`src/rtl/fir_cmp_sched.sv`:
```
// Scheduler for the approximate/accurate 6-tap FIR pair: delay line, settle/capture sequencing, error output and statistics.
// Optional build macro FIR_CMP_SCHED_WARMUP_EN: results are not counted until the delay line holds six real samples.
module fir_cmp_sched #(
    parameter int DATA_W    = 32,
    parameter int INPUT_W   = 16,
    parameter int ER_THRESH = 8,
    parameter int LAT       = 1,
    parameter int CNT_W     = 32,
    parameter int ACC_W     = 64
) (
    input  logic              clk,
    input  logic              rst,
    input  logic              s_valid,
    output logic              s_ready,
    input  logic [INPUT_W-1:0] s_data,
    output logic [DATA_W-1:0] tap_1,
    output logic [DATA_W-1:0] tap_2,
    output logic [DATA_W-1:0] tap_3,
    output logic [DATA_W-1:0] tap_4,
    output logic [DATA_W-1:0] tap_5,
    output logic [DATA_W-1:0] tap_6,
    input  logic [DATA_W-1:0] appr_out,
    input  logic [DATA_W-1:0] accu_out,
    output logic              m_valid,
    input  logic              m_ready,
    output logic [DATA_W-1:0] m_err,
    input  logic              stat_clr,
    output logic [CNT_W-1:0]  n_samples,
    output logic [CNT_W-1:0]  n_err0,
    output logic [CNT_W-1:0]  n_err1,
    output logic [ACC_W-1:0]  err_sum
);
    localparam int SC_W = (LAT > 1) ? $clog2(LAT) : 1;

    typedef enum logic [1:0] {IDLE, SETTLE, OUT} state_t;

    state_t              state_reg, state_next;
    logic [SC_W-1:0]     settle_cnt_reg;
    logic [DATA_W-1:0]   tap_reg [1:6];
    logic                m_valid_reg;
    logic [DATA_W-1:0]   m_err_reg;
    logic [CNT_W-1:0]    n_samples_reg, n_err0_reg, n_err1_reg;
    logic [ACC_W-1:0]    err_sum_reg;

    logic                accept, capture, release_out, count_en, warm_ok;
    logic [DATA_W-1:0]   err_w;
    logic                slice_diff;

    assign accept      = s_valid && s_ready;
    assign capture     = (state_reg == SETTLE) && (settle_cnt_reg == '0);
    assign release_out = (state_reg == OUT) && m_ready;
    assign err_w       = appr_out - accu_out;
    assign slice_diff  = appr_out[DATA_W-1:ER_THRESH] != accu_out[DATA_W-1:ER_THRESH];
    assign count_en    = capture && warm_ok;

`ifdef FIR_CMP_SCHED_WARMUP_EN
    logic [2:0] fill_reg;

    always_ff @(posedge clk) begin
        if (rst)
            fill_reg <= 3'd0;
        else if (accept && fill_reg != 3'd6)
            fill_reg <= fill_reg + 3'd1;
    end

    // A capture counts once all six taps hold samples accepted since reset.
    assign warm_ok = (fill_reg == 3'd6);
`else
    assign warm_ok = 1'b1;
`endif

    always_ff @(posedge clk) begin
        if (rst)
            state_reg <= IDLE;
        else
            state_reg <= state_next;
    end

    always_comb begin
        state_next = state_reg;
        case (state_reg)
            IDLE:    if (accept)      state_next = SETTLE;
            SETTLE:  if (capture)     state_next = OUT;
            OUT:     if (release_out) state_next = IDLE;
            default:                  state_next = IDLE;
        endcase
    end

    always_comb begin
        s_ready = (state_reg == IDLE);
    end

    always_ff @(posedge clk) begin
        if (rst)
            settle_cnt_reg <= '0;
        else if (accept)
            settle_cnt_reg <= SC_W'(LAT - 1);
        else if (state_reg == SETTLE && settle_cnt_reg != '0)
            settle_cnt_reg <= settle_cnt_reg - 1'b1;
    end

    // Taps only move on an accept, so both datapaths see stable inputs until the result is taken.
    always_ff @(posedge clk) begin
        if (rst) begin
            for (int i = 1; i <= 6; i++)
                tap_reg[i] <= '0;
        end else if (accept) begin
            tap_reg[1] <= {{(DATA_W-INPUT_W){1'b0}}, s_data};
            for (int i = 2; i <= 6; i++)
                tap_reg[i] <= tap_reg[i-1];
        end
    end

    always_ff @(posedge clk) begin
        if (rst) begin
            m_valid_reg <= 1'b0;
            m_err_reg   <= '0;
        end else if (capture) begin
            m_valid_reg <= 1'b1;
            m_err_reg   <= err_w;
        end else if (release_out) begin
            m_valid_reg <= 1'b0;
        end
    end

    // A clear coincident with a capture wins: that capture is dropped from the statistics.
    always_ff @(posedge clk) begin
        if (rst || stat_clr) begin
            n_samples_reg <= '0;
            n_err0_reg    <= '0;
            n_err1_reg    <= '0;
            err_sum_reg   <= '0;
        end else if (count_en) begin
            if (n_samples_reg != '1)
                n_samples_reg <= n_samples_reg + 1'b1;
            if (err_w != '0 && n_err0_reg != '1)
                n_err0_reg <= n_err0_reg + 1'b1;
            if (slice_diff && n_err1_reg != '1)
                n_err1_reg <= n_err1_reg + 1'b1;
            err_sum_reg <= err_sum_reg + {{(ACC_W-DATA_W){err_w[DATA_W-1]}}, err_w};
        end
    end

    assign tap_1     = tap_reg[1];
    assign tap_2     = tap_reg[2];
    assign tap_3     = tap_reg[3];
    assign tap_4     = tap_reg[4];
    assign tap_5     = tap_reg[5];
    assign tap_6     = tap_reg[6];
    assign m_valid   = m_valid_reg;
    assign m_err     = m_err_reg;
    assign n_samples = n_samples_reg;
    assign n_err0    = n_err0_reg;
    assign n_err1    = n_err1_reg;
    assign err_sum   = err_sum_reg;
endmodule

```
`config.mk`:
```
export PLATFORM = sky130hd
export DESIGN_NAME = fir_cmp_sched
export DESIGN_NICKNAME = d
export VERILOG_FILES = /design/src/rtl/fir_cmp_sched.sv
export SDC_FILE = /design/constraint.sdc
export NUM_CORES = 1
export LEC_CHECK = 0
export ABC_AREA = 1
export CELL_PAD_IN_SITES_DETAIL_PLACEMENT = 0
export CELL_PAD_IN_SITES_GLOBAL_PLACEMENT = 1
export CORE_ASPECT_RATIO = 0.7
export CORE_MARGIN = 1
export CORE_UTILIZATION = 33
export CTS_BUF_LIST = sky130_fd_sc_hd__clkbuf_16
export DETAILED_ROUTE_END_ITERATION = 6
export GPL_TIMING_DRIVEN = 0
export PLACE_DENSITY = 0.82
export REMOVE_ABC_BUFFERS = 1
export SYNTH_ARGS = -nofsm -noshare
export SYNTH_HDL_FRONTEND = slang
export SYNTH_SLANG_ARGS = --single-unit
export TNS_END_PERCENT = 5
```
`constraint.sdc`:
```
create_clock -name clk -period 3.65 [get_ports clk]
set_input_delay 0.73 -clock clk [delete_from_list [all_inputs] [get_ports clk]]
set_output_delay 0.73 -clock clk [all_outputs]
set_load 0.03 [all_outputs]
```
[After elaboration in Yosys (flattened, before gate mapping)]
Memory sizes are Yosys's and may differ from the RTL's.
Cells that the tools add are included.
W data, S select, Z words.
Word-level totals
  bits in registers: 196
  bits in writable memories: 192
  input port bits: 85
  output and inout bits: 386
  word-level logic and storage cells: 63
  memories: 1
Cells by class
  $add $sub $neg: 6
  equality and inequality tests: 9
  multiplexer cells: 17
  bitwise logic cells: 7
  reductions and logical operators: 15
Memories
  tap_reg: depth 6, width 32, rd ports 6, clocked after memory_dff 0, write ports 6, line 39  | logic [DATA_W-1:0] tap_reg [1:6];
Operator list (count)
  $mux W32: 6
  $add A32 B1 Y32 const B: 3
  $ne A32 B32 Y1 const B: 3
  $add A64 B64 Y64: 1
  $reduce_bool A32 Y1: 1
  $sub A32 B32 Y32: 1
  $ne A24 B24 Y1: 1
  $mux W1: 7
  $logic_and A1 B1 Y1: 6
  $mux W2: 3
  $or A1 B1 Y1: 6
  $pmux W2 S3: 1
  $reduce_and A2 Y1: 3
  $ne A2 B2 Y1 const B: 2
  $reduce_and A3 Y1: 1
  $eq A2 B1 Y1 const B: 1
  $eq A2 B2 Y1 const B: 1
  $logic_not A2 Y1: 1
  $ne A2 B1 Y1 const B: 1
  $reduce_bool A2 Y1: 1
  $reduce_or A2 Y1: 1
  $logic_or A1 B1 Y1: 1
  $not A1 Y1: 1
  $sub A1 B1 Y1 const B: 1

[Logic depth before layout (Yosys ltp)]
  depth after elaboration: 6
  gate-level depth with buffers: 29
  mapped depth without buffers: 29

[Least setup slack after synthesis]
No wires, ideal clock.
  path kind: in2reg
  from: input accu_out[19]
  to: register err_sum_reg[51] (netlist: err_sum[51])
  library setup time: 109 ps
  arrival time: 3787 ps
  required time: 3541 ps
  setup slack: -246 ps
  stages on the path: 20
  cell sequence: inv_1 ha_1 nand2_1 nor2_1 inv_2 nor2_2 and2_1 nand2_1 nand3b_1 nand2_2 ha_1 a21oi_1 o21ai_0 a21oi_1 o21ai_0 a221oi_1 a21o_1 nand3_1 nand2_1 inv_1
On the way
  longest elaborated chain between the ends: 2
RTL lines
  start, declared: line 23  | input logic [DATA_W-1:0] accu_out,
  $sub A32 B32 Y32: line 52  | assign err_w = appr_out - accu_out;
  net err_w[31]: line 46  | logic [DATA_W-1:0] err_w;
  $add A64 B64 Y64: line 140  | err_sum_reg <= err_sum_reg + {{(ACC_W-DATA_W){err_w[DATA_W-1]}}, err_w};
  end signal, assigned: line 140
  end, declared: line 43  | logic [ACC_W-1:0] err_sum_reg;
The timed path passes the listed nets, and every way through them passes these cells.
A chain may end at the register's enable or synchronous reset.

[Worst setup path after layout]
  from: input accu_out[22]
  to: register err_sum_reg[61] (netlist: err_sum[61])
On the way
  longest elaborated chain between the ends: 2
RTL lines (line)
  $sub A32 B32 Y32: 52
  $add A64 B64 Y64: 140
No other way between the ends.

==> summary by stage <==
Run status
The flow ran to the end, and the final reports show no timing, DRC or antenna violations.

Logic synthesis
The mapped cell area is 21,000 sq um. The most frequently used flop master after synthesis is sky130_fd_sc_hd__dfxtp_1. The unique cell type count in the Yosys netlist is 52. The area share of the leading cell type in the synthesized netlist is 0.187. The synthesized area per cell is approximately 6.7 sq um.

Yosys mapped a number of flops with a built-in enable equal to 96. After synthesis the netlist holds a flip-flop and latch count of between 200 and 300. The cell taking the most area after synthesis is sky130_fd_sc_hd__dfxtp_1. The share of the yosys chip area belonging to registers is 0.324. Yosys attributes the largest share of cell area to sky130_fd_sc_hd__dfxtp_1 19%, sky130_fd_sc_hd__edfxtp_1 14%, sky130_fd_sc_hd__nand2_1 12%, sky130_fd_sc_hd__inv_1 10%, sky130_fd_sc_hd__nor2_1 7.0%. For this run, the number of Yosys warnings is 0. The share of synthesized registers carrying an async set or reset is 0. Synthesis produced a netlist whose cell count is about 3,100.

STA
The number of setup violations in the final report is 0. After routing, the total negative slack on setup checks comes to 0 ps. The period utilization is 0.980.

The slew of the pin with the lowest slew margin is about 1100 ps. The max-slew violation total from the final report is 0. The worst hold slack after final layout is 475 ps. Setup repair after global routing could not meet its margin everywhere.

After layout, the minimum clock period comes to 3580 ps. The least setup slack across all paths after layout is ~74 ps. The number of endpoints with negative hold slack in the final report is 0.

The maximum clock frequency is about 280 MHz. The worst-case headroom to the max-slew limit is 0.239. The clock arrives with about 22 ps of skew.

Setup path
The maximum fanout along the worst path is 8. The arrival time reported for the critical path endpoint is roughly 4000 ps. For the worst flop-to-flop path, the logic depth is 11. The required time reported for the critical path endpoint is ~4000 ps. The worst setup path is captured at a flip-flop.

The startpoint kind of the worst setup timing path is an input pin. The startpoint identified for the worst register-to-register timing path is state_reg[0]. In this run the register-to-register setup slack is around 300 ps. The type of the worst setup path is input pin to flip-flop. The endpoint of the most critical register-to-register path is n_samples[30].

Floorplan
After floorplanning, the core was sized to cover between 60,000 and 70,000 sq um. The vertical extent of the die is between 200 and 250 microns. The initial utilization of the core area, before any placement, comes to 0.338. The number of top-level pins is roughly 470.

The die is a little over 300 microns wide. The die covers 64,700 sq um. The floorplan has 76 rows.

Placement
The global placer's final weighted congestion is approximately 0.93. The pre-CTS worst setup slack is -2060 ps. The number of port buffers is 374. Once placement completed, the tool counted placed cells totaling between 4,000 and 5,000.

Detailed placement ended at an HPWL of around 56,000 microns.

GRT
The largest net degree at the start of global routing is 79. For this run, the total global-route usage over all layers was measured as 0.228. The residual overflow from global routing is 0. The first global-routing pass estimated between 100,000 and 150,000 microns of wire. The via count of the first global-routing pass is roughly 20,000. The initial antenna violation count came to 0.

Hold path
The launch instance of the worst min-delay path is m_valid. The worst hold path was traced through 2 stages. The worst hold path terminates at m_valid.

The path class of the tightest hold or removal check is flip-flop to flip-flop.

CTS
The tree is rooted in a sky130_fd_sc_hd__clkbuf_16. The clock transition at the registers of the reported paths is around 60 ps. The maximum level of the CTS H-tree is 2. The CTS buffer count is 35.

The worst-skew pair later-pin latency is 570 ps. Clock tree synthesis found a total of 292 sinks. No sink is reached through more buffers than the 3 on the longest clock path. The clock tree from TritonCTS is done. The cts-stage hold buffer count is 0.

Detailed routing
The remaining routing DRC violations is 0. Detailed routing inserted a total of around 22,000 vias. The final wirelength is a little under 80,000 microns. The number of nets with antenna violations after routing is 0. Dividing the detail-routed wire length by the instance count gives about 17 microns. In the routed layout, each cell is associated on average with a via count of between 4 and 5. The starting DRC count in detailed routing is around 1,400. The first detailed-routing pass took 6 iterations.

Cells and area
The count of fill cells added during filler insertion is 6,129. Of the cells placed in the final design, the portion with a size suffix greater than 1 is 0.239. The area taken by flip-flops and latches is 6810 sq um.

The post-layout instance count excluding filler cells is 4,493. The antenna diode count is 0. The flip-flop count of the largest register after layout is 96. The number of nets in the layout is between 3,000 and 4,000. The area of the multi-input gates is about 14,000 sq um. The area growth from synthesis to layout is 45.8%.

Power and ir drop
The worst-case IR drop observed on VDD is between 0.2 and 0.25 mV. For this design the ratio of total power to cell area is between 300 and 400 nW/um^2. Summing internal, switching and leakage power gives about 11 mW. The leakage power is around 13 nW.

Job
Max-cap violations in this run came to 0.
==> cell usage after synthesis (3+ instances only) <==
master	instances
sky130_fd_sc_hd__a21oi_2	11
sky130_fd_sc_hd__edfxtp_1	96
sky130_fd_sc_hd__xnor2_1	12
sky130_fd_sc_hd__a31oi_1	18
sky130_fd_sc_hd__nand2_2	21
sky130_fd_sc_hd__nor3_2	10
sky130_fd_sc_hd__or2_2	4
sky130_fd_sc_hd__nor2_1	392
sky130_fd_sc_hd__buf_2	5
sky130_fd_sc_hd__ha_1	104
sky130_fd_sc_hd__nand3_2	3
sky130_fd_sc_hd__inv_2	19
sky130_fd_sc_hd__nor4_1	20
sky130_fd_sc_hd__a211oi_1	3
sky130_fd_sc_hd__a21o_1	18
sky130_fd_sc_hd__nand4_1	74
sky130_fd_sc_hd__buf_1	5
sky130_fd_sc_hd__nor2_2	17
sky130_fd_sc_hd__nand2_1	654
sky130_fd_sc_hd__nor3_1	63
sky130_fd_sc_hd__buf_4	96
sky130_fd_sc_hd__clkbuf_1	53
sky130_fd_sc_hd__xor2_1	51
sky130_fd_sc_hd__o21ai_0	149
sky130_fd_sc_hd__a221oi_1	5
sky130_fd_sc_hd__nand3_1	140
sky130_fd_sc_hd__o21a_1	28
sky130_fd_sc_hd__dfxtp_1	196
sky130_fd_sc_hd__a21oi_1	176
sky130_fd_sc_hd__o21bai_1	60
sky130_fd_sc_hd__and2_1	4
sky130_fd_sc_hd__inv_1	585
sky130_fd_sc_hd__o211ai_1	19
sky130_fd_sc_hd__nand3b_1	7
==> layer usage <==
| layer | wire, microns | global-route usage | vias to the layer above | share of wire |
|---|---|---|---|---|
| met5 | 0 | 0 | - | 0 |
| met4 | 1500 | 0.0495 | 0 | 0.019 |
| met3 | 7240 | 0.0733 | 83 | 0.094 |
| met2 | 32400 | 0.333 | 711 | 0.42 |
| met1 | 35900 | 0.324 | 10100 | 0.47 |
| li1 | - | - | 10900 | - |
==> worst max path at each step <==
stage | startpoint | slack, ps | to | cells after the start
2_1_floorplan | stat_clr | -1830 | n_err1[28] | 4
3_3_place_gp | rst | -8230 | n_err1[28] | 5
3_5_place_dp | accu_out[14] | -2060 | err_sum[39] | 20
4_1_cts | appr_out[21] | 10 | err_sum[55] | 24
5_1_grt | accu_out[1] | -70 | err_sum[44] | 25
6_report | accu_out[22] | 70 | err_sum[61] | 25
==> report_power, final <==
part           total [mW]  switching (mW)  internal [mW]
logic                3.65            2.29           1.36
clock network        3.57            1.58           1.99
registers            3.62           0.106           3.51
total                10.8            3.98           6.86
==> worst max-delay path, stage by stage <==
cell                            delay [ps]
sky130_fd_sc_hd__dlygate4sd2_1         210
sky130_fd_sc_hd__inv_2                  40
sky130_fd_sc_hd__ha_4                  290
sky130_fd_sc_hd__nand2_4                60
sky130_fd_sc_hd__nor2_4                120
sky130_fd_sc_hd__inv_2                  70
sky130_fd_sc_hd__nor2_4                 80
sky130_fd_sc_hd__and2_4                160
sky130_fd_sc_hd__nand2_4                50
sky130_fd_sc_hd__nand3b_1              120
sky130_fd_sc_hd__buf_12                200
sky130_fd_sc_hd__nand2_8               140
sky130_fd_sc_hd__ha_4                  340
sky130_fd_sc_hd__nand2_1               120
sky130_fd_sc_hd__nor2_1                140
sky130_fd_sc_hd__inv_2                  80
sky130_fd_sc_hd__nor2_2                140
sky130_fd_sc_hd__inv_1                  70
sky130_fd_sc_hd__nor4_1                220
sky130_fd_sc_hd__inv_1                 100
sky130_fd_sc_hd__o211a_1               240
sky130_fd_sc_hd__nand3_1                90
sky130_fd_sc_hd__nand3_1                90
sky130_fd_sc_hd__nand2_1                70
sky130_fd_sc_hd__inv_1                  30
==> cell families after synthesis <==
kind of cell,after synthesis,share of synthesized area
xor+xnor,63,0.0263
other cells,1,0.000179
simple gates,1422,0.293
buf+inv,764,0.155
fa+ha+maj,106,0.0639
flops,292,0.324
compound gates,493,0.138
==> metrics by stage <==
stage / instance area (sq um) / util
2_1_floorplan: 20400 / -
3_3_place_gp: 25100 / 0.404
3_5_place_dp: 25300 / 0.408
4_1_cts: 29600 / 0.476
5_1_grt: 30600 / 0.492
6_report: 30600 / 0.492
==> cell type report <==
| class | instances | area share |
|---|---|---|
| clock buffer | 35 | 0.0286 |
| clock inverter | 28 | 0.00821 |
| inverter | 604 | 0.0744 |
| multi-input combinational | 2186 | 0.473 |
| sequential | 292 | 0.222 |
| tap | 819 | 0.0335 |
| timing repair buffer | 529 | 0.160 |
==> layout by cell type (no fill, tap or decap), types with 20 or more instances in the layout <==
master / n
sky130_fd_sc_hd__a21oi_2: 64
sky130_fd_sc_hd__inv_2: 77
sky130_fd_sc_hd__nor2_2: 65
sky130_fd_sc_hd__conb_1: 96
sky130_fd_sc_hd__nand2_4: 47
sky130_fd_sc_hd__buf_4: 141
sky130_fd_sc_hd__nand2_1: 503
sky130_fd_sc_hd__o21ai_2: 20
sky130_fd_sc_hd__xor2_1: 48
sky130_fd_sc_hd__nor2_1: 312
sky130_fd_sc_hd__clkbuf_2: 37
sky130_fd_sc_hd__nand4_1: 74
sky130_fd_sc_hd__o21ai_1: 27
sky130_fd_sc_hd__o21ai_0: 96
sky130_fd_sc_hd__ha_4: 83
sky130_fd_sc_hd__o21bai_1: 55
sky130_fd_sc_hd__nor2_4: 33
sky130_fd_sc_hd__o21a_1: 28
sky130_fd_sc_hd__edfxtp_1: 96
sky130_fd_sc_hd__clkdlybuf4s50_1: 312
sky130_fd_sc_hd__a21oi_1: 109
sky130_fd_sc_hd__dfxtp_1: 196
sky130_fd_sc_hd__clkbuf_16: 35
sky130_fd_sc_hd__nor3_1: 50
sky130_fd_sc_hd__nand2_2: 123
sky130_fd_sc_hd__inv_1: 528
sky130_fd_sc_hd__nand3_1: 123
==> repair_timing <==
action	in CTS	in global routing
gates cloned	6	0
pin swaps	169	166
endpoints found under the setup margin	87	80
buffers inserted	116	32
gates resized for setup	585	330
No activity file was read; power rests on OpenSTA's default activity.
